[src/rtl/decimal_to_bcd_keypad_pkg.sv]
// Shared definitions for the keypad-to-BCD encoder: key count, BCD limit and
// FSM state encoding.
package decimal_to_bcd_keypad_pkg;

  localparam int         KEY_LINES = 10;
  localparam logic [3:0] BCD_MAX   = 4'd9;

  typedef enum logic [1:0] {
    ST_IDLE     = 2'd0,
    ST_DEBOUNCE = 2'd1,
    ST_HELD     = 2'd2
  } state_e;

endpackage

[src/rtl/sync_2ff.sv]
// Parameterised two-flop synchroniser for asynchronous level inputs, with
// asynchronous active-high reset.
module sync_2ff #(
  parameter int WIDTH = 1
) (
  input  logic             clk,
  input  logic             rst,
  input  logic [WIDTH-1:0] d_i,
  output logic [WIDTH-1:0] q_o
);

  logic [WIDTH-1:0] meta_q;
  logic [WIDTH-1:0] sync_q;

  // NOTE: sequential state uses non-blocking assignments so both stages sample
  // their pre-edge inputs and the chain really is two flops deep.
  always_ff @(posedge clk or posedge rst) begin
    if (rst) begin
      meta_q <= '0;
      sync_q <= '0;
    end else begin
      meta_q <= d_i;
      sync_q <= meta_q;
    end
  end

  assign q_o = sync_q;

endmodule

[src/rtl/decimal_to_bcd_keypad.sv]
// Ten-line decimal keypad to registered BCD encoder with synchronisation,
// press/release debounce and multi-key detection. Define KEYPAD_PRIORITY_EN
// to encode multi-key presses to the highest key instead of flagging err.
module decimal_to_bcd_keypad
  import decimal_to_bcd_keypad_pkg::*;
#(
  parameter int DEBOUNCE_CYCLES = 4,
  parameter int CNT_W           = 8
) (
  input  logic                 clk,
  input  logic                 rst,
  input  logic [KEY_LINES-1:0] D,
  output logic [3:0]           BCD,
  output logic                 valid,
  output logic                 err,
  output logic                 busy
);

  localparam logic [CNT_W-1:0] DB_LIMIT = CNT_W'(DEBOUNCE_CYCLES);
  localparam logic [CNT_W-1:0] CNT_ONE  = CNT_W'(1);

  // Highest set key wins; the clamp keeps BCD legal even for a corrupt index.
  function automatic logic [3:0] encode_keys(input logic [KEY_LINES-1:0] keys);
    logic [3:0] idx;
    idx = 4'd0;
    for (int i = 0; i < KEY_LINES; i++) begin
      if (keys[i]) idx = 4'(i);
    end
    return (idx > BCD_MAX) ? BCD_MAX : idx;
  endfunction

  logic [KEY_LINES-1:0] s_keys;

  sync_2ff #(
    .WIDTH(KEY_LINES)
  ) u_sync (
    .clk(clk),
    .rst(rst),
    .d_i(D),
    .q_o(s_keys)
  );

  state_e               state_q, state_d;
  logic [KEY_LINES-1:0] cap_q,   cap_d;
  logic [CNT_W-1:0]     cnt_q,   cnt_d;
  logic [3:0]           bcd_q,   bcd_d;
  logic                 valid_q, valid_d;
  logic                 err_q,   err_d;
  logic                 busy_q,  busy_d;

  logic [CNT_W-1:0]     cnt_inc;
  logic                 keys_down;
  logic                 keys_same;
  logic [3:0]           cap_code;

  assign cnt_inc   = cnt_q + CNT_ONE;
  assign keys_down = |s_keys;
  assign keys_same = (s_keys == cap_q);
  assign cap_code  = encode_keys(cap_q);

`ifndef KEYPAD_PRIORITY_EN
  logic multi_key;
  assign multi_key = |(cap_q & (cap_q - KEY_LINES'(1)));
`endif

  // NOTE: every always_comb output gets its default first, so no branch can
  // leave a signal unassigned and infer a latch.
  always_comb begin
    state_d = state_q;
    cap_d   = cap_q;
    cnt_d   = cnt_q;
    bcd_d   = bcd_q;
    valid_d = 1'b0;
    err_d   = 1'b0;

    unique case (state_q)
      ST_IDLE: begin
        if (keys_down) begin
          cap_d   = s_keys;
          cnt_d   = CNT_ONE;
          state_d = ST_DEBOUNCE;
        end
      end

      ST_DEBOUNCE: begin
        if (!keys_same) begin
          if (!keys_down) begin
            cnt_d   = '0;
            state_d = ST_IDLE;
          end else begin
            cap_d = s_keys;
            cnt_d = CNT_ONE;
          end
        end else if (cnt_inc >= DB_LIMIT) begin
          cnt_d   = '0;
          state_d = ST_HELD;
`ifdef KEYPAD_PRIORITY_EN
          bcd_d   = cap_code;
          valid_d = 1'b1;
`else
          if (multi_key) begin
            err_d = 1'b1;
          end else begin
            bcd_d   = cap_code;
            valid_d = 1'b1;
          end
`endif
        end else begin
          cnt_d = cnt_inc;
        end
      end

      ST_HELD: begin
        // Release needs an unbroken run of empty samples; any key restarts it.
        if (keys_down) begin
          cnt_d = '0;
        end else if (cnt_inc >= DB_LIMIT) begin
          cnt_d   = '0;
          state_d = ST_IDLE;
        end else begin
          cnt_d = cnt_inc;
        end
      end

      default: begin
        cnt_d   = '0;
        state_d = ST_IDLE;
      end
    endcase
  end

  assign busy_d = (state_d != ST_IDLE);

  // NOTE: the capture register is reset along with the control state so the
  // first comparison after reset never sees an undefined key set.
  always_ff @(posedge clk or posedge rst) begin
    if (rst) begin
      state_q <= ST_IDLE;
      cap_q   <= '0;
      cnt_q   <= '0;
      bcd_q   <= 4'd0;
      valid_q <= 1'b0;
      err_q   <= 1'b0;
      busy_q  <= 1'b0;
    end else begin
      state_q <= state_d;
      cap_q   <= cap_d;
      cnt_q   <= cnt_d;
      bcd_q   <= bcd_d;
      valid_q <= valid_d;
      err_q   <= err_d;
      busy_q  <= busy_d;
    end
  end

  assign BCD   = bcd_q;
  assign valid = valid_q;
  assign err   = err_q;
  assign busy  = busy_q;

endmodule

[config.mk]
export PLATFORM = sky130hd
export DESIGN_NAME = decimal_to_bcd_keypad
export DESIGN_NICKNAME = d
export VERILOG_FILES = /design/src/rtl/decimal_to_bcd_keypad_pkg.sv /design/src/rtl/sync_2ff.sv /design/src/rtl/decimal_to_bcd_keypad.sv
export SDC_FILE = /design/constraint.sdc
export NUM_CORES = 1
export LEC_CHECK = 0
export BUFFER_PORTS_ARGS = -buffer_cell sky130_fd_sc_hd__buf_2
export CORE_ASPECT_RATIO = 1.2
export CORE_UTILIZATION = 62
export CTS_BUF_LIST = sky130_fd_sc_hd__clkbuf_16
export DETAILED_ROUTE_END_ITERATION = 8
export GPL_ROUTABILITY_DRIVEN = 0
export MAX_ROUTING_LAYER = met4
export PLACE_DENSITY_LB_ADDON = 0.1
export SKIP_CTS_REPAIR_TIMING = 1
export SLEW_MARGIN = 10
export SYNTH_ARGS = -nofsm -noshare
export SYNTH_HDL_FRONTEND = slang
export SYNTH_SLANG_ARGS = --single-unit
[constraint.sdc]
create_clock -name clk -period 6.8 [get_ports clk]
set_clock_uncertainty 0.2 [all_clocks]
set_input_delay 1.36 -clock clk [delete_from_list [all_inputs] [get_ports clk]]
set_output_delay 1.36 -clock clk [all_outputs]
set_load 0.005 [all_outputs]
==> metrics <==
Clock Sink Count=47; critical path's slowest cell=dfrtp_1; Avg WL per Cell=roughly 16 um; first-pass GRT wire length=between 5000 and 6000 um; Cell Pwr Density=283 mW/mm2; Hold Path Class=reg -> reg; Slew Limit Fails=0; antenna violations before repair=0; Tcrit/Tclk final=38.9%; root buf cell=clkbuf_16; Max clock buf depth=2; Antenna Nets Post-Route=0; Worst-path clk slew=approximately 60 ps; synthesized instance count=155; fmax=between 0.3 and 0.4 GHz; Die W=53.3 um; max_cap viols=0; critical path arrival=2610 ps; gr usage total=25.4%; Synth Flop Type=dfrtp_1; FFs w/ async S/R, synth=100%; Req. time, crit path=approximately 6800 ps; Worst-Skew Late Latency=290 ps; synth unique cells=40; Total Wirelength=3400 um; Synth Area per Inst=12.6 um2; clock buffer count from CTS=5; count of final hold-check violations=0; die area=0.00339 mm2; layout cell share with drive strength beyond 1=between 20% and 30%; Iter 0 DRT Violations=24; DR vias=1225; Seq cells post-synth=between 40 and 50; Crit. End Element=register; EDFF count, synth=0; largest net degree at the start of global routing=48; CP cell instances=xor2_1 -> nor4_1 -> nand3b_1 -> nor2_4 -> or3_1 -> mux2_2; Crit Path Max Fanout=10; largest cells by area after synthesis=dfrtp_1, mux2_2, xor2_1; Syn. warnings=0; maximum VDD drop=224 uV; Syn-to-layout area delta=15.2%; IO Port Bufs=18; synthesized area=0.00196 mm2; Rel. slew slack=62.8%; final setup fails=0; CTS tree=done; outcome=finished, final reports clean; GRT overflow=0; commonest cells in the netlist=dfrtp_1, mux2_2, inv_1, nand2_1, xor2_1; Max stage delay on crit path=about 470 ps; DRC violations left=0; critical path's top delay family=simple AND/OR/NAND/NOR gates; Worst setup SP type=register; Antenna Diode Count=0; I/O pins=19; # rows=21; Least-Margin Pin Slew=559 ps; H-tree levels=2; RSZ-0062 raised after global routing=no; Detailed Routing Iterations Pass 1=4; Detailed Place HPWL=2210 um; multi-input logic area=712 um2; post-layout min period=2640 ps; Core ar.=about 0.0029 mm2; final total power=around 640 uW; FF/Latch Area=0.00118 mm2; area share of the largest cell type after synthesis=60.1%; Mapped Nets=168; Synth area leader=dfrtp_1; Starting Density=67.7%; Fillers=186; combined buffer and inverter count along the critical path=0; vias per cell=5.81; setup tns final=0 ps; post-synthesis sequential area ratio=60.1%; Crit Path Class=reg -> reg; die height=63.5 um; leak pwr=0.00107 uW; Final #Nets=189; vias in the first global route=1286; most common cell in the synthesized netlist=dfrtp_1
[registers in the layout (all words and copies together), names as in the netlist]
register	flops
BCD	4
busy	1
cap_q	10
cnt_q	8
err	1
state_q	2
u_sync.meta_q	10
u_sync.q_o	10
valid	1
[layout by cell type, fill, tap and decap left out, types with 4 or more instances in the layout]
cell type / count
buf_2: 18
mux2i_1: 4
dfrtp_1: 47
nor2_1: 7
nor4_1: 5
mux2_2: 10
inv_1: 7
nor3_1: 6
clkbuf_16: 5
a21oi_1: 4
xor2_1: 8
nand2_1: 8
and2_1: 7
[routing by layer]
layer  vias up  routed length (um)  share of wire (%)  GRT usage [%]
met1       594                1340                 39           27.6
met3        12                 125                3.7           7.00
li1        582                   -                  -              -
met4         0                 119                3.5           13.2
met5         -                   0                  0              -
met2        37                1820                 53           40.9
[kinds of logic after synthesis]
family	share of synthesized area, %
buffers and inverters	3.52
multiplexers	8.57
XOR/XNOR	4.48
AO/OA/AOI/OAI	6.78
flip-flops	60.1
AND/OR/NAND/NOR	15.4
adder cells (fa/ha/maj)	1.15
[cell type report]
cell class	count	share of cell area [%]
repair buffers	19	4.33
clock inverters	3	3.16
flip-flops and latches	47	52.2
clock buffers	5	5.55
inverters	8	1.33
well taps	34	1.89
multi-input cells	95	31.6
[metrics by stage]
| step | setup WS (ps) | cell area (um2) | util (%) | hold slack (ps) | cells |
|---|---|---|---|---|---|
| CTS | 4150 | 2250 | 78.0 | 150 | 211 |
| global placement | 4300 | 2060 | 71.2 | 132 | 203 |
| global route | 3980 | 2250 | 78.0 | 154 | 211 |
| detailed placement | 4210 | 2060 | 71.2 | 136 | 203 |
| floorplan | 4120 | 1960 | - | 131 | 155 |
| finish | 4160 | 2250 | 78.0 | 152 | 211 |
[path summary, 6_finish.rpt]
kind	from	end	slack [ps]	cells past startpoint
min reg2reg	u_sync.meta_q[8]$_DFF_PP0_	u_sync.q_o[8]$_DFF_PP0_	150	0
max	cap_q[7]$_DFFE_PP0P_	cap_q[0]$_DFFE_PP0P_	4160	6
max reg2reg	cap_q[7]$_DFFE_PP0P_	cap_q[0]$_DFFE_PP0P_	4160	6
min in group asynchronous	rst	u_sync.q_o[0]$_DFF_PP0_	1010	3
min	u_sync.meta_q[8]$_DFF_PP0_	u_sync.q_o[8]$_DFF_PP0_	150	0
max in group asynchronous	rst	err$_DFF_PP0_	5010	3
[where the power goes]
part	internal, uW	switching [uW]
clock	213	102
sequential	289	10.3
combinational	11.2	12.4
total	513	124
(Power assumes the default switching activity.)
